File: config.mk
export PLATFORM = sky130hd
export DESIGN_NAME = weave_seq
export DESIGN_NICKNAME = d
export VERILOG_FILES = /design/src/rtl/weave_pkg.sv /design/src/rtl/weave_rowmem.sv /design/src/rtl/weave_seq.sv
export SDC_FILE = /design/constraint.sdc
export NUM_CORES = 1
export LEC_CHECK = 0
export BUFFER_PORTS_ARGS = -buffer_cell sky130_fd_sc_hd__clkbuf_2
export CORE_AREA = 10 10 78 146
export CTS_CLUSTER_DIAMETER = 30
export DETAILED_ROUTE_END_ITERATION = 12
export DIE_AREA = 0 0 88 156
export PLACE_DENSITY = 0.81
export SYNTH_ARGS = -nofsm -noshare
export SYNTH_HDL_FRONTEND = slang
export SYNTH_SLANG_ARGS = --single-unit
File: constraint.sdc
create_clock -name clk -period 2.6 [get_ports clk]
set_input_delay 0.39 -clock clk [delete_from_list [all_inputs] [get_ports clk]]
set_output_delay 0.39 -clock clk [all_outputs]
set_load 0.05 [all_outputs]
File: src/rtl/weave_pkg.sv
// Shared state encoding and playback mode constants for the weave sequencer.
package weave_pkg;

    typedef enum logic {
        ST_IDLE = 1'b0,
        ST_RUN  = 1'b1
    } state_t;

    typedef logic [1:0] mode_t;

    localparam mode_t MODE_PLAIN    = 2'd0;
    localparam mode_t MODE_INVERT   = 2'd1;
    localparam mode_t MODE_ROTATE   = 2'd2;
    localparam mode_t MODE_PINGPONG = 2'd3;

endpackage

File: src/rtl/weave_rowmem.sv
// Pattern row store: DEPTH x CHANNELS registers, synchronous write, combinational read.
module weave_rowmem #(
    parameter int CHANNELS = 8,
    parameter int DEPTH    = 8,
    parameter int AW       = $clog2(DEPTH)
) (
    input  logic                clk,
    input  logic                we,
    input  logic [AW-1:0]       waddr,
    input  logic [CHANNELS-1:0] wdata,
    input  logic [AW-1:0]       raddr,
    output logic [CHANNELS-1:0] rdata
);

    logic [CHANNELS-1:0] mem [DEPTH];

    always_ff @(posedge clk) begin
        if (we) begin
            mem[waddr] <= wdata;
        end
    end

    assign rdata = mem[raddr];

endmodule

File: src/rtl/weave_seq.sv
// Weave pattern sequencer: stores rows, plays them back with per-pass transforms.
// Define WEAVE_SEQ_ROTATE_EN to build the mode-2 rotator; otherwise mode 2 acts as mode 0.
module weave_seq
    import weave_pkg::*;
#(
    parameter int CHANNELS = 8,
    parameter int DEPTH    = 8,
    parameter int DIV_W    = 4
) (
    input  logic                     clk,
    input  logic                     rst_n,
    input  logic                     load_valid,
    input  logic [CHANNELS-1:0]      load_data,
    output logic                     load_ready,
    input  logic                     clear,
    input  logic                     start,
    input  logic                     stop,
    input  logic [1:0]               mode,
    input  logic [DIV_W-1:0]         div,
    output logic [CHANNELS-1:0]      row_out,
    output logic                     row_strobe,
    output logic [$clog2(DEPTH)-1:0] row_idx,
    output logic [7:0]               pass_cnt,
    output logic                     busy
);

    localparam int IW = $clog2(DEPTH);
    localparam int CW = $clog2(DEPTH + 1);

    state_t              state, state_nxt;
    logic [CW-1:0]       count;
    logic [IW-1:0]       wr_ptr;
    mode_t               mode_l, mode_eff;
    logic [DIV_W-1:0]    div_l, div_cnt;
    logic                dir, ndir;
    logic [IW-1:0]       nidx, last_idx;
    logic [7:0]          npass;
    logic [CHANNELS-1:0] rd_data, xform;
    logic                idle, start_ok, wr_en, due;

    assign idle       = (state == ST_IDLE);
    assign busy       = (state == ST_RUN);
    assign load_ready = idle && (count < CW'(DEPTH));
    assign wr_en      = load_valid && load_ready && !clear;
    assign start_ok   = idle && start && !stop && !clear && (count != '0);
    assign due        = (div_cnt == div_l);
    assign last_idx   = IW'(count - CW'(1));

`ifdef WEAVE_SEQ_ROTATE_EN
    assign mode_eff = mode_l;
`else
    assign mode_eff = (mode_l == MODE_ROTATE) ? MODE_PLAIN : mode_l;
`endif

    weave_rowmem #(.CHANNELS(CHANNELS), .DEPTH(DEPTH), .AW(IW)) u_rowmem (
        .clk  (clk),
        .we   (wr_en),
        .waddr(wr_ptr),
        .wdata(load_data),
        .raddr(nidx),
        .rdata(rd_data)
    );

    always_ff @(posedge clk) begin
        if (!rst_n) state <= ST_IDLE;
        else        state <= state_nxt;
    end

    always_comb begin
        state_nxt = state;
        case (state)
            ST_IDLE: if (start_ok) state_nxt = ST_RUN;
            ST_RUN:  if (stop)     state_nxt = ST_IDLE;
            default: state_nxt = ST_IDLE;
        endcase
    end

    // Next row index/pass; in IDLE this addresses row 0 for the first strobe.
    always_comb begin
        nidx  = row_idx;
        npass = pass_cnt;
        ndir  = dir;
        if (idle) begin
            nidx  = '0;
            npass = '0;
            ndir  = 1'b0;
        end else if (mode_eff == MODE_PINGPONG) begin
            if (count == CW'(1)) begin
                nidx  = '0;
                npass = pass_cnt + 8'd1;
            end else if (!dir) begin
                nidx = row_idx + IW'(1);
                if (nidx == last_idx) begin
                    ndir  = 1'b1;
                    npass = pass_cnt + 8'd1;
                end
            end else begin
                nidx = row_idx - IW'(1);
                if (nidx == '0) begin
                    ndir  = 1'b0;
                    npass = pass_cnt + 8'd1;
                end
            end
        end else if (row_idx == last_idx) begin
            nidx  = '0;
            npass = pass_cnt + 8'd1;
        end else begin
            nidx = row_idx + IW'(1);
        end
    end

`ifdef WEAVE_SEQ_ROTATE_EN
    int unsigned         rot_sh;
    logic [CHANNELS-1:0] rot_row;
    assign rot_sh  = 32'(npass) % CHANNELS;
    assign rot_row = (rd_data << rot_sh) | (rd_data >> (CHANNELS - rot_sh));
`endif

    always_comb begin
        xform = rd_data;
        case (mode_eff)
            MODE_INVERT: xform = rd_data ^ {CHANNELS{npass[0]}};
`ifdef WEAVE_SEQ_ROTATE_EN
            MODE_ROTATE: xform = rot_row;
`endif
            default: xform = rd_data;
        endcase
    end

    always_ff @(posedge clk) begin
        if (!rst_n) begin
            count      <= '0;
            wr_ptr     <= '0;
            mode_l     <= MODE_PLAIN;
            div_l      <= '0;
            div_cnt    <= '0;
            dir        <= 1'b0;
            row_idx    <= '0;
            pass_cnt   <= '0;
            row_out    <= '0;
            row_strobe <= 1'b0;
        end else begin
            row_strobe <= 1'b0;
            if (idle) begin
                if (clear) begin
                    count  <= '0;
                    wr_ptr <= '0;
                end else if (wr_en) begin
                    count  <= count + CW'(1);
                    wr_ptr <= wr_ptr + IW'(1);
                end
                // Pass 0 leaves every transform as identity, so row 0 goes out raw.
                if (start_ok) begin
                    mode_l     <= mode;
                    div_l      <= div;
                    div_cnt    <= '0;
                    dir        <= 1'b0;
                    row_idx    <= '0;
                    pass_cnt   <= '0;
                    row_out    <= rd_data;
                    row_strobe <= 1'b1;
                end
            end else if (!stop) begin
                if (due) begin
                    div_cnt    <= '0;
                    row_idx    <= nidx;
                    pass_cnt   <= npass;
                    dir        <= ndir;
                    row_out    <= xform;
                    row_strobe <= 1'b1;
                end else begin
                    div_cnt <= div_cnt + DIV_W'(1);
                end
            end
        end
    end

endmodule

==> results.txt, run 1 <==
----------------------------------------------------
[Die]
  DIE AREA ... 13,700 sq um
  I/O pin cnt ... 42
  Die Wd ... 88 um
  Die H ... 156 um
  Row Count ... 49
  Placeable core region ... 9010 sq um
  Initial cell density of the core ... 0.514

[Synthesis]
  Top flip-flop cell by instance count after synthesis ... sky130_fd_sc_hd__edfxtp_1
  Net count after synthesis ... 411
  EDFF count, synth ... 64
  Synth Register Bits ... 103
  Gate count of the mapped netlist ... 382
  Proportion of synthesized chip area in sequential cells ... 0.584
  Yosys warning count ... 0
  Synth async-reset ratio ... 0
  Average cell area after synthesis ... 12.1 sq um
  Distinct cell type count of the synthesized netlist ... 47
  Synth Cell Area ... 4630 sq um

[Finish]
  Commonest cells after routing, fill and taps aside ... 64 x sky130_fd_sc_hd__edfxtp_1, 41 x sky130_fd_sc_hd__clkbuf_2, 35 x sky130_fd_sc_hd__dfxtp_1, 32 x sky130_fd_sc_hd__nand2_1, 30 x sky130_fd_sc_hd__buf_4
  Most common cell after layout, fill and taps aside ... sky130_fd_sc_hd__edfxtp_1
  Share of the core filled with cells in the final layout ... 0.634
  Fraction of layout instances using a drive strength above 1 ... 0.292
  Area growth, synth to finish ... 23.4%
  Number of diodes added for antenna fixing ... 0
  Number of nets in the layout ... 487
  Final cell count without fillers ... 565

[Detailed routing]
  Number of violations reported at the end of detailed-routing iteration 0 ... 193
  Via density ... 5.93
  Count of TritonRoute iterations in the first routing pass ... 7
  Total Routed Length ... 11,500 um
  Count of antenna-violating nets left after detailed routing ... 0
  Routed wire per std cell ... 20.4 um
  Number of vias after detailed routing ... 3,348
  Remaining DRCs ... 0

[Setup path]
  Critical path data required time ... 2840 ps
  Ordered cell list for the critical path ... inv_2, ha_4, xor2_4, nand4_1, o2111ai_4, clkbuf_16, mux2i_4, a22oi_1, and3_1, a211o_1
  Arrival time at the worst endpoint ... 2750 ps
  Setup slack of the worst register-to-register path ... 90 ps
  Startpoint type of the worst setup path ... flip-flop
  Launching point of the worst reg2reg path ... count[1]
  Number of cells on the worst reg-to-reg path ... 10
  Max Fanout on Critical Path ... 7
  Maximum single-stage delay on the critical path ... 340 ps
  Worst flop-to-flop path endpoint ... row_out[0]
  Startpoint-to-endpoint class of the critical path ... flip-flop to flip-flop
  Kind of end point of the critical path ... flip-flop
  Critical Path Slowest Stage Cell ... sky130_fd_sc_hd__dfxtp_1

[STA]
  Share of the clock period used by the worst path after layout ... 0.965
  Peak Freq ... 398 MHz
  Worst max-slew margin expressed relative to the limit ... 0.493
  Worst Tran Pin Value ... 759 ps
  Total count of hold-check failures in the final report ... 0
  Period minus WS final ... 2510 ps
  Worst clock skew ... 6.58 ps
  Final setup margin ... 89.8 ps
  Final count of negative-setup-slack endpoints ... 0
  Number of slew-limit violations in the final report ... 0

[Clock network]
  Num Clock Sinks ... 103
  Clock Pin Slew Worst Setup and Hold Paths ... 70 ps
  CTS Buffer Depth ... 2
  Clock buffers created by TritonCTS ... 9
  Number of levels in the clock H-tree ... 3
  CTS tree ... built
  Worst skew pair latency ... 350 ps
  Post-CTS Hold Fix Bufs ... 0
  Clock Root Buffer ... sky130_fd_sc_hd__clkbuf_16

[Global routing]
  Global routing usage summed across all routing layers ... 0.167
  Total congestion overflow after global routing ... 0
  Global-route wire length before repair ... 17,400 um
  Vias in the first global route ... 3,378
  Number of antenna violations at the first check in global routing ... 0
  Pin count of the biggest net entering global routing ... 26

[Placement]
  Number of placed instances with taps included ... 542
  DP Wirelength ... 8280 um
  Placer Congestion ... 0.850
  Post-Place Setup Slack ... -124 ps
  I/O Buffers ... 41

[Hold path]
  Destination of the worst hold path ... div_l[3]
  Source of the worst hold timing path ... div[3]
  Worst Hold Class ... input pin to flip-flop
  Worst hold path stage count ... 3

[Pwr]
  IR drop worst, VDD ... 430 uV
  Total power ... 3.18 mW
  PD cells ... 556 nW/um^2
  Leak pwr ... 2.30 nW

[Run status]
  Run status ... finished clean

[Flow run]
  Max-cap check violation count ... 0

----------------------------------------------------
==> metrics by stage <==
step | hold WS [ps] | setup TNS, ps | area (sq um)
after floorplan | 450 | 0 | 4640
after global placement | 445 | -312 | 5180
after detailed placement | 462 | -681 | 5180
after CTS | 258 | -121 | 5480
after global routing | 278 | -4.50 | 5710
final | 264 | 0 | 5710
==> critical path: cells and delay by family (launching register included) <==
kind                       cells  cell delay, ps
xor gates and xnor gates       1             170
adders and majority gates      1             290
DFF                            1             340
buffers and inverters          2             340
AOI/OAI and AO/OA              3             580
and+or+nand+nor                2             400
muxes                          1             280
==> power by group <==
group / internal, mW / total, mW / switching, mW
Clock: 0.651 / 1.24 / 0.592
Combinational: 0.0713 / 0.177 / 0.106
Sequential: 1.75 / 1.76 / 0.00866
Total: 2.47 / 3.18 / 0.706
==> worst max-delay path by stage <==
stage	from	endpoint	slack, ps	cells after the start
detailed placement	row_idx[0]	row_out[2]	-120	8
CTS	count[1]	row_out[0]	-40	10
global placement	count[1]	row_out[2]	-70	11
floorplan	busy	u_rowmem.mem[0][0]	10	4
global route	count[1]	row_out[2]	-4	10
finish	count[1]	row_out[0]	90	10
==> cell usage after synthesis, drive strengths merged (10+ instances only) <==
cell type	count	area share
mux2i	33	0.071
o21ai	10	0.011
a21oi	18	0.019
and3	12	0.016
nand2	32	0.026
dfxtp	39	0.17
a22oi	19	0.039
inv	10	0.0081
edfxtp	64	0.42
nor2	31	0.026
==> registers in the layout, indices dropped and copies added (netlist names), 3 cells and up <==
signal / flops
count: 4
div_cnt: 4
div_l: 4
pass_cnt: 8
row_idx: 3
row_out: 8
u_rowmem.mem: 64
wr_ptr: 3
==> cell type report <==
cell class | instances | area, sq um
Clock buffer | 9 | 225
Clock inverter | 7 | 48.8
Fill cell | 669 | 3300
Inverter | 10 | 37.5
Multi-Input combinational cell | 256 | 1990
Sequential cell | 103 | 2710
Tap cell | 102 | 128
Timing Repair Buffer | 78 | 581
==> kinds of logic after synthesis <==
family	share of synthesized area
AND/OR/NAND/NOR	0.121
flip-flops	0.584
AO/OA/AOI/OAI	0.139
multiplexers	0.0713
buffers and inverters	0.0232
XOR/XNOR	0.0373
adder cells (fa/ha/maj)	0.0243
==> what timing repair did <==
action | CTS | global route
gates resized for setup | 9 | 20
setup buffers | 0 | 5
cloned | 0 | 2
pin swaps | 0 | 6
endpoints found under the setup margin | 8 | 8
==> metal layers <==
metal  vias up  global-route usage  share of wire
li1       1573                   -              -
met1      1625               0.157           0.34
met2       116               0.323           0.57
met3        34              0.0303          0.039
met4         0              0.0802          0.048
met5         -                   0              0
Note: power is estimated with default switching activity, not from simulation.
==> run 2: changes to the inputs <==
==> constraint.sdc (replaced) <==
create_clock -name clk -period 2.6 [get_ports clk]
set_input_delay 0.52 -clock clk [delete_from_list [all_inputs] [get_ports clk]]
set_output_delay 0.52 -clock clk [all_outputs]
set_load 0.05 [all_outputs]
==> run 2 against run 1 <==
  * First-iteration DRC count grew 7.3%
  * Critical path depth increased by 2
  * Critical path type unchanged
  * Flip-flop and latch count is the same
  * Design area up 0.59%
  * Register-to-register slack lost 60 ps
  * Largest cell class unchanged
==> results.txt, run 2 (synthesized netlist as in run 1, its figures left out) <==
----------------------------------------------------
[Detailed routing]
  Number of violations reported at the end of detailed-routing iteration 0 ... 207 (+7.3%)
  Total Routed Length ... 11,300 um (-1.5%)
  Via density ... 5.81 (-1.9%)
  Count of antenna-violating nets left after detailed routing ... 0 (unchanged)
  Number of vias after detailed routing ... 3,297 (-1.5%)
  Remaining DRCs ... 0 (unchanged)
  Routed wire per std cell ... 20.0 um (-1.8%)
  Count of TritonRoute iterations in the first routing pass ... 4 (-3)

[Finish]
  Combined area of the multi-input logic cells ... 1970 sq um (-0.69%)
  Number of nets in the layout ... 490 (+0.62%)
  Final cell count without fillers ... 567 (+0.35%)
  Biggest registers after layout ... u_rowmem.mem x64, pass_cnt x8, row_out x8
  Number of diodes added for antenna fixing ... 0 (unchanged)
  Commonest cells after routing, fill and taps aside ... 64 x sky130_fd_sc_hd__edfxtp_1, 41 x sky130_fd_sc_hd__clkbuf_2, 36 x sky130_fd_sc_hd__dfxtp_1, 33 x sky130_fd_sc_hd__buf_4, 32 x sky130_fd_sc_hd__nand2_1
  Most common cell after layout, fill and taps aside ... sky130_fd_sc_hd__edfxtp_1
  Final-layout fill cell count ... 643 (-3.9%)
  Register with the most flip-flops ... u_rowmem.mem
  Area growth, synth to finish ... 24.1%
  Fraction of layout instances using a drive strength above 1 ... 0.295 (+0.00305)
  Sequential cell area in the final layout ... 2710 sq um (about the same)
  Number of flip-flops in the largest register ... 64 (unchanged)

[Global routing]
  Vias in the first global route ... 3,407 (+0.86%)
  Number of antenna violations at the first check in global routing ... 0 (unchanged)
  Total congestion overflow after global routing ... 0 (unchanged)
  Global routing usage summed across all routing layers ... 0.164 (-0.00292)
  Pin count of the biggest net entering global routing ... 21 (-19%)
  Global-route wire length before repair ... 17,300 um (-0.71%)

[Die]
  Die Wd ... 88 um (unchanged)
  Row Count ... 49 (unchanged)
  Die H ... 156 um (unchanged)
  I/O pin cnt ... 42 (unchanged)
  DIE AREA ... 13,700 sq um (unchanged)
  Placeable core region ... 9010 sq um (unchanged)
  Initial cell density of the core ... 0.514 (unchanged)

[Clock network]
  Number of levels in the clock H-tree ... 3 (unchanged)
  Post-CTS Hold Fix Bufs ... 0 (unchanged)
  Worst skew pair latency ... 340 ps (about the same)
  CTS Buffer Depth ... 2 (unchanged)
  CTS tree ... built
  Clock Root Buffer ... sky130_fd_sc_hd__clkbuf_16
  Clock Pin Slew Worst Setup and Hold Paths ... 70 ps (about the same)
  Clock buffers created by TritonCTS ... 9 (unchanged)
  Num Clock Sinks ... 103 (unchanged)

[Setup path]
  Max Fanout on Critical Path ... 7 (unchanged)
  Setup slack of the worst register-to-register path ... 30 ps (-60 ps)
  Launching point of the worst reg2reg path ... count[1]
  Number of cells on the worst reg-to-reg path ... 12 (+2)
  Worst flop-to-flop path endpoint ... row_out[1]
  Worst setup startpoint ... count[1]
  Kind of end point of the critical path ... flip-flop
  Critical path data required time ... 2830 ps (about the same)
  Critical path destination ... row_out[1]
  Startpoint-to-endpoint class of the critical path ... flip-flop to flip-flop
  Arrival time at the worst endpoint ... 2800 ps (+50 ps)
  Startpoint type of the worst setup path ... flip-flop

[STA]
  Post-route worst hold slack ... 396 ps (+132 ps)
  Total count of hold-check failures in the final report ... 0 (unchanged)
  Number of slew-limit violations in the final report ... 0 (unchanged)
  Worst max-slew margin expressed relative to the limit ... 0.525 (+0.0326)
  Peak Freq ... 389 MHz (-2.3%)
  Final count of negative-setup-slack endpoints ... 0 (unchanged)
  Worst Tran Pin Value ... 711 ps (-48.8 ps)
  Worst clock skew ... 8.17 ps (+1.59 ps)
  Period minus WS final ... 2570 ps (+58.0 ps)
  Share of the clock period used by the worst path after layout ... 0.988 (+0.0223)

[Pwr]
  Fraction of power consumed by sequential logic ... 0.528 (-0.025)
  Internal Dissipation ... 2.65 mW (+7.5%)
  Net switching share of the total power ... 0.202 (-0.0207)
  Leak pwr ... 2.31 nW (+0.77%)
  Combinational share of power ... 0.053 (-0.003)
  PD cells ... 579 nW/um^2 (+4.1%)
  Clock share of power ... 0.418 (+0.027)
  Switching power ... 0.671 mW (-5.0%)
  IR drop worst, VDD ... 419 uV (-2.4%)

[Placement]
  Number of placed instances with taps included ... 545 (+0.55%)
  I/O Buffers ... 41 (unchanged)
  Placer Congestion ... 0.846 (-0.45%)
  DP Wirelength ... 8220 um (-0.65%)

[Flow run]
  Max-cap check violation count ... 0 (unchanged)

[Run status]
  Run status ... finished clean

[Hold path]
  Worst Hold Class ... input pin to flip-flop

----------------------------------------------------
run 2: stage by stage:
stage | utilization | setup WS [ps] | TNS, ps | area, sq um | total power [mW]
final | 0.638 | 31.8 | 0 | 5750 | 3.32
after global routing | 0.638 | -97.4 | -270 | 5750 | 3.42
after CTS | 0.613 | -11.2 | -35.1 | 5530 | 3.34
after detailed placement | 0.577 | -138 | -791 | 5200 | 1.95
after global placement | 0.577 | -74.0 | -333 | 5200 | 1.94
after floorplan | - | 13.0 | 0 | 4640 | 1.87
run 2: worst min path at each step:
stage / start / end / slack, ps / depth (start not counted)
4_1_cts: mode[0] / mode_l[0] / 380 / 3
3_5_place_dp: row_out[2] / row_out[2] / 460 / 1
2_1_floorplan: div_l[0] / div_l[0] / 450 / 2
3_3_place_gp: row_out[4] / row_out[4] / 440 / 1
6_report: div[3] / div_l[3] / 400 / 3
5_1_grt: div[3] / div_l[3] / 400 / 3
run 2: critical path, cell delays in order (launching register included):
cell,delay [ps]
sky130_fd_sc_hd__dfxtp_1,310
sky130_fd_sc_hd__inv_1,110
sky130_fd_sc_hd__ha_4,160
sky130_fd_sc_hd__xnor3_2,330
sky130_fd_sc_hd__nand4_1,190
sky130_fd_sc_hd__o2111ai_4,160
sky130_fd_sc_hd__buf_12,170
sky130_fd_sc_hd__buf_8,140
sky130_fd_sc_hd__buf_4,140
sky130_fd_sc_hd__mux2i_1,120
sky130_fd_sc_hd__a22oi_2,250
sky130_fd_sc_hd__a21boi_1,90
sky130_fd_sc_hd__a211o_1,260
run 2: final cells by class:
class,instances,area share
Clock buffer,9,0.0392
Sequential cell,103,0.471
Timing Repair Buffer,81,0.103
Multi-Input combinational cell,256,0.343
Tap cell,102,0.0222
Inverter,10,0.00653
Clock inverter,6,0.0148
run 2: metal layers:
layer	vias to the layer above	routed length, um	part of all wire	global-route usage
met5	-	0	0	0
met1	1609	3910	0.34	0.156
met4	0	502	0.044	0.0733
met2	79	6500	0.57	0.311
met3	25	432	0.038	0.0403
li1	1584	-	-	-
run 2: timing repair:
| action | CTS | global route |
|---|---|---|
| setup buffers | 0 | 6 |
| endpoints found under the setup margin | 8 | 8 |
| pin swaps | 0 | 5 |
| gates resized for setup | 5 | 22 |
| cloned | 0 | 1 |
run 2: power by group through the flow:
stage | clock network (mW) | registers (mW) | logic [mW]
2_1_floorplan | 0 | 1.80 | 0.0742
3_3_place_gp | 0 | 1.79 | 0.155
3_5_place_dp | 0 | 1.79 | 0.160
4_1_cts | 1.42 | 1.75 | 0.162
5_1_grt | 1.47 | 1.76 | 0.191
6_report | 1.39 | 1.76 | 0.177
==> run 3: changes to the inputs <==
--- a/config.mk
+++ b/config.mk
@@ -11,6 +11,8 @@
 export DETAILED_ROUTE_END_ITERATION = 12
 export DIE_AREA = 0 0 88 156
 export PLACE_DENSITY = 0.81
+export REMOVE_ABC_BUFFERS = 1
+export SKIP_CTS_REPAIR_TIMING = 1
 export SYNTH_ARGS = -nofsm -noshare
 export SYNTH_HDL_FRONTEND = slang
 export SYNTH_SLANG_ARGS = --single-unit
==> run 3 against run 2 <==
  * Sequential power hardly changed
  * Critical path depth is 2 lower
  * Die area stayed put
  * Count of clock-buffer cells in the layout is 1 higher
==> results.txt, run 3 (synthesized netlist as in run 1, its figures left out) <==
----------------------------------------------------
[Die]
  Die Wd ... 88 um (unchanged)
  Initial cell density of the core ... 0.514 (unchanged)
  I/O pin cnt ... 42 (unchanged)
  Die H ... 156 um (unchanged)
  Placeable core region ... 9010 sq um (unchanged)
  Row Count ... 49 (unchanged)
  DIE AREA ... 13,700 sq um (unchanged)

[STA]
  Worst Tran Pin Value ... 901 ps (+190 ps)
  Peak Freq ... 385 MHz (-1.1%)
  Period minus WS final ... 2600 ps (+28.0 ps)
  Total count of hold-check failures in the final report ... 0 (unchanged)
  Worst max-slew margin expressed relative to the limit ... 0.398 (-0.127)
  Final count of negative-setup-slack endpoints ... 0 (unchanged)
  Post-route setup TNS ... 0 ps (unchanged)
  Worst clock skew ... 4.43 ps (-3.73 ps)
  Number of slew-limit violations in the final report ... 0 (unchanged)
  Share of the clock period used by the worst path after layout ... 0.999 (+0.0108)
  Post-route worst hold slack ... 402 ps (+6.38 ps)

[Placement]
  Number of placed instances with taps included ... 551 (+1.1%)
  I/O Buffers ... 41 (unchanged)
  DP Wirelength ... 7920 um (-3.7%)
  Placer Congestion ... 0.831 (-1.8%)

[Finish]
  Area growth, synth to finish ... 21.0%
  Number of diodes added for antenna fixing ... 0 (unchanged)
  Fraction of layout instances using a drive strength above 1 ... 0.267 (-0.0275)
  Register with the most flip-flops ... u_rowmem.mem
  Number of flip-flops in the largest register ... 64 (unchanged)
  Number of nets in the layout ... 492 (+0.41%)
  Most common cell after layout, fill and taps aside ... sky130_fd_sc_hd__edfxtp_1
  Biggest registers after layout ... u_rowmem.mem x64, pass_cnt x8, row_out x8
  Commonest cells after routing, fill and taps aside ... 64 x sky130_fd_sc_hd__edfxtp_1, 41 x sky130_fd_sc_hd__clkbuf_2, 39 x sky130_fd_sc_hd__dfxtp_1, 38 x sky130_fd_sc_hd__buf_4, 33 x sky130_fd_sc_hd__mux2i_1
  Final cell count without fillers ... 570 (+0.53%)

[Setup path]
  Critical Path Slowest Stage Cell ... sky130_fd_sc_hd__mux2i_1
  Max Fanout on Critical Path ... 12 (+5)
  Kind of cell adding the most delay to the critical path ... compound AO/OA/AOI/OAI gates
  Ordered cell list for the critical path ... inv_1, ha_4, xor2_2, nand4_1, o2111ai_4, buf_12, mux2i_1, a22oi_2, and3_1, a211o_1
  Maximum single-stage delay on the critical path ... 380 ps (+50 ps)
  Sum of buffers and inverters on the critical path ... 2 (-2)
  Startpoint type of the worst setup path ... flip-flop
  Startpoint-to-endpoint class of the critical path ... flip-flop to flip-flop
  Kind of end point of the critical path ... flip-flop
  Critical path data required time ... 2830 ps (about the same)
  Arrival time at the worst endpoint ... 2830 ps (+30 ps)

[Clock network]
  Clock Root Buffer ... sky130_fd_sc_hd__clkbuf_16
  Clock buffers created by TritonCTS ... 9 (unchanged)
  Worst skew pair latency ... 340 ps (about the same)
  Clock Pin Slew Worst Setup and Hold Paths ... 70 ps (about the same)
  Num Clock Sinks ... 103 (unchanged)
  Number of levels in the clock H-tree ... 3 (unchanged)
  CTS tree ... built
  CTS Buffer Depth ... 2 (unchanged)

[Detailed routing]
  Via density ... 5.75 (-1.1%)
  Number of vias after detailed routing ... 3,279 (-0.55%)
  Number of violations reported at the end of detailed-routing iteration 0 ... 178 (-14%)
  Routed wire per std cell ... 19.1 um (-4.8%)
  Count of TritonRoute iterations in the first routing pass ... 4 (unchanged)
  Remaining DRCs ... 0 (unchanged)
  Count of antenna-violating nets left after detailed routing ... 0 (unchanged)
  Total Routed Length ... 10,900 um (-4.2%)

[Pwr]
  IR drop worst, VDD ... 393 uV (-6.2%)
  Leak pwr ... 2.37 nW (+2.5%)
  PD cells ... 567 nW/um^2 (-2.0%)

[Global routing]
  Vias in the first global route ... 3,479 (+2.1%)
  Pin count of the biggest net entering global routing ... 21 (unchanged)
  Global-route wire length before repair ... 16,900 um (-2.6%)
  Global routing usage summed across all routing layers ... 0.160 (-0.00437)
  Total congestion overflow after global routing ... 0 (unchanged)
  Number of antenna violations at the first check in global routing ... 0 (unchanged)

[Run status]
  Run status ... finished clean

[Hold path]
  Worst Hold Class ... input pin to flip-flop

[Flow run]
  Max-cap check violation count ... 0 (unchanged)

----------------------------------------------------
[run 3: metrics by stage]
stage / setup WS (ps) / power [mW] / instance area (sq um) / util
detailed placement: -75.2 / 1.95 / 5220 / 0.579
CTS: -104 / 3.19 / 5500 / 0.611
global placement: 34.2 / 1.94 / 5220 / 0.579
global route: -68.8 / 3.27 / 5610 / 0.622
floorplan: -736 / 1.87 / 4560 / -
finish: 3.84 / 3.18 / 5610 / 0.622
[run 3: final timing paths]
| check | startpoint | endpoint | slack, ps | cells past startpoint |
|---|---|---|---|---|
| setup / recovery | count[1] | row_out[6] | 4 | 10 |
| hold / removal | mode[1] | mode_l[1] | 400 | 3 |
| setup reg to reg | count[1] | row_out[6] | 4 | 10 |
| hold reg to reg | div_l[3] | div_l[3] | 470 | 2 |
[run 3: power breakdown]
group	leakage (nW)	internal, mW	switching [mW]
sequential	0.893	1.75	0.00712
clock	0.134	0.663	0.595
combinational	1.34	0.0649	0.101
[run 3: area by class of cell]
cell class | instances | area, sq um
fill | 661 | 3410
sequential | 103 | 2700
multi-input combinational | 256 | 1890
timing repair buffer | 83 | 571
clock buffer | 10 | 229
tap | 102 | 128
clock inverter | 6 | 51.3
inverter | 10 | 37.5
[run 3: layer usage]
metal	vias to the layer above	track usage	share of wire
li1	1580	-	-
met1	1587	0.146	0.35
met2	85	0.296	0.57
met3	27	0.0340	0.036
met4	0	0.108	0.047
met5	-	0	0
[run 3: worst reg2reg max path, delay by kind of cell, from the launching register on]
family	cells	cell delay, ps
AOI/OAI and AO/OA	3	560
buffers and inverters	2	280
muxes	1	380
and+or+nand+nor	2	430
adders and majority gates	1	290
DFF	1	340
xor gates and xnor gates	1	190
